**src/rtl/seq_magnitude_comparator_if.sv**
```systemverilog
// Handshake and operand/result bundle for the sequential magnitude comparator.
interface seq_magnitude_comparator_if #(
  parameter int unsigned WIDTH = 32
) ();
  logic             start;
  logic [WIDTH-1:0] A;
  logic [WIDTH-1:0] B;
  logic             busy;
  logic             done;
  logic             eq;
  logic             gt;
  logic             lt;

  modport master (output start, A, B, input busy, done, eq, gt, lt);
  modport slave  (input start, A, B, output busy, done, eq, gt, lt);
endinterface

```
**src/rtl/seq_magnitude_comparator.sv**
```systemverilog
// Unsigned WIDTH-bit magnitude comparator that reuses one cascadable byte
// stage, streaming MSB byte first with the cascade state fed back each cycle.
module comparator_8bit (
  input  logic [7:0] A,
  input  logic [7:0] B,
  input  logic       eqp,
  input  logic       gtp,
  output logic       eq,
  output logic       gt
);
  assign eq = eqp & (A == B);
  assign gt = gtp | (eqp & (A > B));
endmodule

module seq_magnitude_comparator #(
  parameter int unsigned WIDTH = 32
) (
  input  logic                        clock,
  input  logic                        reset,
  seq_magnitude_comparator_if.slave   bus
);
  localparam int unsigned NBYTES = WIDTH / 8;
  localparam int unsigned CNT_W  = (NBYTES + 1 > 1) ? $clog2(NBYTES + 1) : 1;
  localparam logic [CNT_W-1:0] CNT_LAST = CNT_W'(NBYTES - 1);

  typedef enum logic [1:0] {
    IDLE = 2'd0,
    RUN  = 2'd1,
    DONE = 2'd2
  } state_t;

  state_t           state;
  state_t           state_nxt;
  logic             accept;
  logic             last;
  logic [WIDTH-1:0] sa;
  logic [WIDTH-1:0] sb;
  logic             eq_acc;
  logic             gt_acc;
  logic [CNT_W-1:0] cnt;
  logic             eq_n;
  logic             gt_n;
  logic             busy_q;
  logic             done_q;
  logic             eq_q;
  logic             gt_q;
  logic             lt_q;

  comparator_8bit u_stage (
    .A   (sa[WIDTH-1 -: 8]),
    .B   (sb[WIDTH-1 -: 8]),
    .eqp (eq_acc),
    .gtp (gt_acc),
    .eq  (eq_n),
    .gt  (gt_n)
  );

  // State register
  always_ff @(posedge clock) begin
    if (reset) state <= IDLE;
    else       state <= state_nxt;
  end

  // Next state; start only counts in IDLE or DONE
  always_comb begin
    state_nxt = state;
    accept    = 1'b0;
    last      = (cnt == CNT_LAST);
    case (state)
      IDLE: begin
        if (bus.start) begin
          accept    = 1'b1;
          state_nxt = RUN;
        end
      end
      RUN: begin
        if (last) state_nxt = DONE;
      end
      DONE: begin
        if (bus.start) begin
          accept    = 1'b1;
          state_nxt = RUN;
        end else begin
          state_nxt = IDLE;
        end
      end
      default: state_nxt = IDLE;
    endcase
  end

  // Datapath: operand shifters, cascade state, byte counter and result
  always_ff @(posedge clock) begin
    if (reset) begin
      sa     <= '0;
      sb     <= '0;
      eq_acc <= 1'b1;
      gt_acc <= 1'b0;
      cnt    <= '0;
      busy_q <= 1'b0;
      done_q <= 1'b0;
      eq_q   <= 1'b0;
      gt_q   <= 1'b0;
      lt_q   <= 1'b0;
    end else begin
      busy_q <= (state_nxt == RUN);
      done_q <= (state_nxt == DONE);
      if (accept) begin
        sa     <= bus.A;
        sb     <= bus.B;
        eq_acc <= 1'b1;
        gt_acc <= 1'b0;
        cnt    <= '0;
      end else if (state == RUN) begin
        sa     <= sa << 8;
        sb     <= sb << 8;
        eq_acc <= eq_n;
        gt_acc <= gt_n;
        cnt    <= cnt + CNT_W'(1);
        if (last) begin
          eq_q <= eq_n;
          gt_q <= gt_n;
          lt_q <= ~eq_n & ~gt_n;
        end
      end
    end
  end

  assign bus.busy = busy_q;
  assign bus.done = done_q;
  assign bus.eq   = eq_q;
  assign bus.gt   = gt_q;
  assign bus.lt   = lt_q;
endmodule

```
**src/flat_wrapper.sv**
```systemverilog
// flat-port wrapper written by rule: the top's interface ports become plain ports
module seq_magnitude_comparator_flat 
#(
  parameter int unsigned WIDTH = 32
)
  (clock, reset, bus_start, bus_A, bus_B, bus_busy, bus_done, bus_eq, bus_gt, bus_lt);
  seq_magnitude_comparator_if #(.WIDTH(WIDTH)) bus_i ();
  input  logic clock;
  input  logic reset;
  input wire logic [$bits(bus_i.start)-1:0] bus_start;
  input wire logic [$bits(bus_i.A)-1:0] bus_A;
  input wire logic [$bits(bus_i.B)-1:0] bus_B;
  output wire logic [$bits(bus_i.busy)-1:0] bus_busy;
  output wire logic [$bits(bus_i.done)-1:0] bus_done;
  output wire logic [$bits(bus_i.eq)-1:0] bus_eq;
  output wire logic [$bits(bus_i.gt)-1:0] bus_gt;
  output wire logic [$bits(bus_i.lt)-1:0] bus_lt;
  assign bus_i.start = bus_start;
  assign bus_i.A = bus_A;
  assign bus_i.B = bus_B;
  assign bus_busy = bus_i.busy;
  assign bus_done = bus_i.done;
  assign bus_eq = bus_i.eq;
  assign bus_gt = bus_i.gt;
  assign bus_lt = bus_i.lt;
  seq_magnitude_comparator #(.WIDTH(WIDTH)) u_core (.clock(clock), .reset(reset), .bus(bus_i));
endmodule
```
**config.mk**
```make
export PLATFORM = sky130hd
export DESIGN_NAME = seq_magnitude_comparator_flat
export DESIGN_NICKNAME = d
export VERILOG_FILES = /design/src/rtl/seq_magnitude_comparator_if.sv /design/src/rtl/seq_magnitude_comparator.sv /design/src/flat_wrapper.sv
export SDC_FILE = /design/constraint.sdc
export NUM_CORES = 1
export LEC_CHECK = 0
export ABC_CLOCK_PERIOD_IN_PS = 2600
export BUFFER_PORTS_ARGS = -buffer_cell sky130_fd_sc_hd__buf_4
export CAP_MARGIN = 20
export CORE_ASPECT_RATIO = 0.9
export CORE_MARGIN = 2
export CORE_UTILIZATION = 50
export CTS_CLUSTER_DIAMETER = 40
export CTS_CLUSTER_SIZE = 16
export DETAILED_ROUTE_END_ITERATION = 8
export GPL_TIMING_DRIVEN = 0
export HOLD_SLACK_MARGIN = 0.02
export PLACE_DENSITY = 0.74
export SYNTH_ARGS = -nofsm -noshare
export SYNTH_HDL_FRONTEND = slang
export SYNTH_HIERARCHICAL = 1
export SYNTH_SLANG_ARGS = --single-unit
```
**constraint.sdc**
```tcl
create_clock -name clock -period 2.6 [get_ports clock]
set_clock_uncertainty 0.2 [all_clocks]
set_input_delay 0.52 -clock clock [delete_from_list [all_inputs] [get_ports clock]]
set_output_delay 0.52 -clock clock [all_outputs]
set_load 0.05 [all_outputs]
```
==> flow_metrics.env <==
export IMPL_outcome="completed"
export IMPL_crit_slowest_cell="or3_1"
export IMPL_final_antenna_net_count=0
export IMPL_numCtsBuffers=9
export IMPL_area_growth_pct=25.7
export IMPL_routed_wl_met3_um=519
export IMPL_crit_buf_inv=1
export IMPL_nNetsFinal=527
export IMPL_utilization_pct=65.6
export IMPL_synth_seq_area_share_pct=47.4
export IMPL_crit_top_cell="or3_1"
export IMPL_synthTopCellsByArea="dfxtp_1, a22oi_1, a21oi_1, nand3_1, ha_1"
export IMPL_syn_instance_count=369
export IMPL_drt_met1_wl_um=3970
export IMPL_yosys_area_top_type_share_pct=47.4
export IMPL_cp_required_ns=2.67
export IMPL_p_leak_nw=1.58
export IMPL_diodes=0
export IMPL_drc=0
export IMPL_critPathKind="register to register"
export IMPL_synthArstFlopShare_pct=0
export IMPL_cts_tree="built"
export IMPL_cts_buffer_depth=2
export IMPL_power_density_mw_per_mm2=647
export IMPL_vias=3084
export IMPL_grt_pass1_wl_um=13900
export IMPL_cts_hold_buf=0
export IMPL_synth_edf_count=0
export IMPL_start_kind="register"
export IMPL_cap_violations=0
export IMPL_vdd_ir_drop_max_mv=0.358
export IMPL_clkLatencyLatePin_ns=0.35
export IMPL_hold_depth=3
export IMPL_dieArea_mm2=0.00708
export IMPL_yosysWarnings=6
export IMPL_synthesis_nets=446
export IMPL_htreeDepth=3
export IMPL_hold_viol=0
export IMPL_final_setup_tns_ns=0
export IMPL_place_hpwl_um=6390
export IMPL_wl_per_cell_um=16.0
export IMPL_gp_congestion=0.834
export IMPL_p_total_mw=2.61
export IMPL_wl_met2_um=4110
export IMPL_cts_root_buf="clkbuf_8"
export IMPL_tightest_slew_ns=0.514
export IMPL_detailedRoute_firstPassIterationCount=5
export IMPL_rsz0062_at_grt="no"
export IMPL_crit_fanout=3
export IMPL_num_rows=27
export IMPL_relSlewSlack_pct=65.7
export IMPL_avgSynthCellArea_um2=8.70
export IMPL_timing_fmax_mhz=425
export IMPL_period_needed_ns=2.35
export IMPL_slowest_delay_ns=0.40
export IMPL_fp_dieW_um=88.5
export IMPL_grt_max_degree=13
export IMPL_hold_class="input pin to register"
export IMPL_antenna_found_initial=0
export IMPL_worst_setup_path_end_kind="register"
export IMPL_grt_ovfl_total=0
export IMPL_die_y_um=80.0
export IMPL_crit_chain="inv_1, ha_1, nand4_2, o21ai_1, a211oi_1, or3_1, or3_1, a21oi_1"
export IMPL_core_mm2=0.00615
export IMPL_post_cts_setup_buffers=0
export IMPL_io_pins=72
export IMPL_ys_ff_latch=76
export IMPL_routed_via_density=5.70
export IMPL_initial_core_util_pct=52.2
export IMPL_clk_pin_slew_ns=0.08
export IMPL_cp_num_cells=8
export IMPL_setup_slack_ns=0.247
export IMPL_grt_pass1_vias=2883
export IMPL_synth_cell_type_count=31
export IMPL_cp_data_arrival_time_ns=2.42
export IMPL_drive_gt1_share_pct=24.2
export IMPL_ctsResizeCount=0
export IMPL_dp_slack_ns=0.331
export IMPL_yosysTopAreaCell="dfxtp_1"
export IMPL_yosysMostFrequentCell="dfxtp_1"
export IMPL_first_iter_violations=165
export IMPL_period_share_pct=90.5
export IMPL_synth_ff_type="dfxtp_1"
export IMPL_cts_sinks=76
export IMPL_wl_um=8670
export IMPL_top_layer_used="met4"
export IMPL_setup_violations=0
export IMPL_synth_area_mm2=0.00321
export IMPL_portBuffers=70
export IMPL_cp_top_family="simple AND/OR/NAND/NOR gates"
export IMPL_synth_commonest_cells="dfxtp_1, a21oi_1, nand3_1"
export IMPL_finalMaxSlewViolations=0
export IMPL_ff2ff_path_depth=8
export IMPL_grt_use_total_pct=25.9
[power breakdown]
part | switching, mW | internal (mW) | total [mW]
Sequential | 0.0407 | 1.24 | 1.28
Combinational | 0.250 | 0.201 | 0.451
Clock | 0.417 | 0.463 | 0.880
Total | 0.708 | 1.90 | 2.61
[worst register-to-register path, stage by stage, from the launching register on]
cell and delay (ns):
dfxtp_1 0.34, inv_1 0.05, ha_1 0.30, nand4_2 0.14, o21ai_1 0.25, a211oi_1 0.08
or3_1 0.40, or3_1 0.38, a21oi_1 0.14
[cells in the final DEF, fill, tap and decap left out]
master and n:
buf_4 81, dfxtp_1 76, a21oi_1 68, nand3_1 66
a22oi_1 46, nand2_1 25, clkbuf_8 10, clkbuf_1 10
inv_1 10, buf_2 10, ha_1 10, nor2_1 8
buf_1 4, nor3_1 3, clkinvlp_4 2, nand2b_1 2
nor2b_1 2, a311oi_1 2, mux2i_1 2, or3_1 2
clkinv_2 1, bufinv_16 1, nor2b_2 1, buf_6 1
xnor2_1 1, nor3_2 1, o21a_1 1, nand3b_1 1
a2111oi_2 1, nand4_2 1, nand4_1 1, o211ai_1 1
o21ai_1 1, a211oi_1 1, a21o_1 1
[cells by family after synthesis]
| logic type | count (synthesis) | synth area share (%) |
|---|---|---|
| AOI/OAI and AO/OA | 122 | 23.5 |
| and+or+nand+nor | 113 | 17.2 |
| DFF | 76 | 47.4 |
| buffers and inverters | 45 | 7.17 |
| adders and majority gates | 10 | 3.90 |
| muxes | 2 | 0.624 |
| xor gates and xnor gates | 1 | 0.273 |
[metrics by stage]
step | hold WS, ns | std cells | cell area, um^2
3_5_place_dp | 0.254 | 526 | 3840
3_3_place_gp | 0.243 | 526 | 3840
5_1_grt | 0.203 | 541 | 4040
4_1_cts | 0.199 | 541 | 4040
2_1_floorplan | 0.248 | 369 | 3210
6_report | 0.212 | 541 | 4040
[registers in the layout, summed over array words and instances, names as in the netlist]
name             count
u_core/bus.lt        1
u_core/bus.done      1
u_core/cnt           3
u_core/state         2
u_core/eq_acc        1
u_core/bus.eq        1
u_core/bus.busy      1
u_core/gt_acc        1
u_core/sb           32
u_core/bus.gt        1
u_core/sa           32
[metal layers]
layer | global-route usage, % | up-vias
li1 | - | 1502
met3 | 7.03 | 9
met1 | 36.1 | 1475
met5 | 0 | -
met2 | 40.0 | 98
met4 | 5.61 | 0
[area by class of cell]
cell class	count	area, um^2
sequential	76	1520
multi-input combinational	248	1460
clock inverter	4	50.0
timing repair buffer	70	526
clock buffer	11	141
buffer	35	193
tap	87	109
fill	571	2110
inverter	10	37.5
[final timing paths]
check                                   start            end  slack, ns
worst max-delay path            u_core/sb[30]  u_core/bus.lt       0.25
worst min-delay path                 bus_A[6]   u_core/sa[6]       0.21
worst max register to register  u_core/sb[30]  u_core/bus.lt       0.25
worst min register to register  u_core/bus.lt  u_core/bus.lt       0.26
Note: power is estimated with default switching activity, not from simulation.
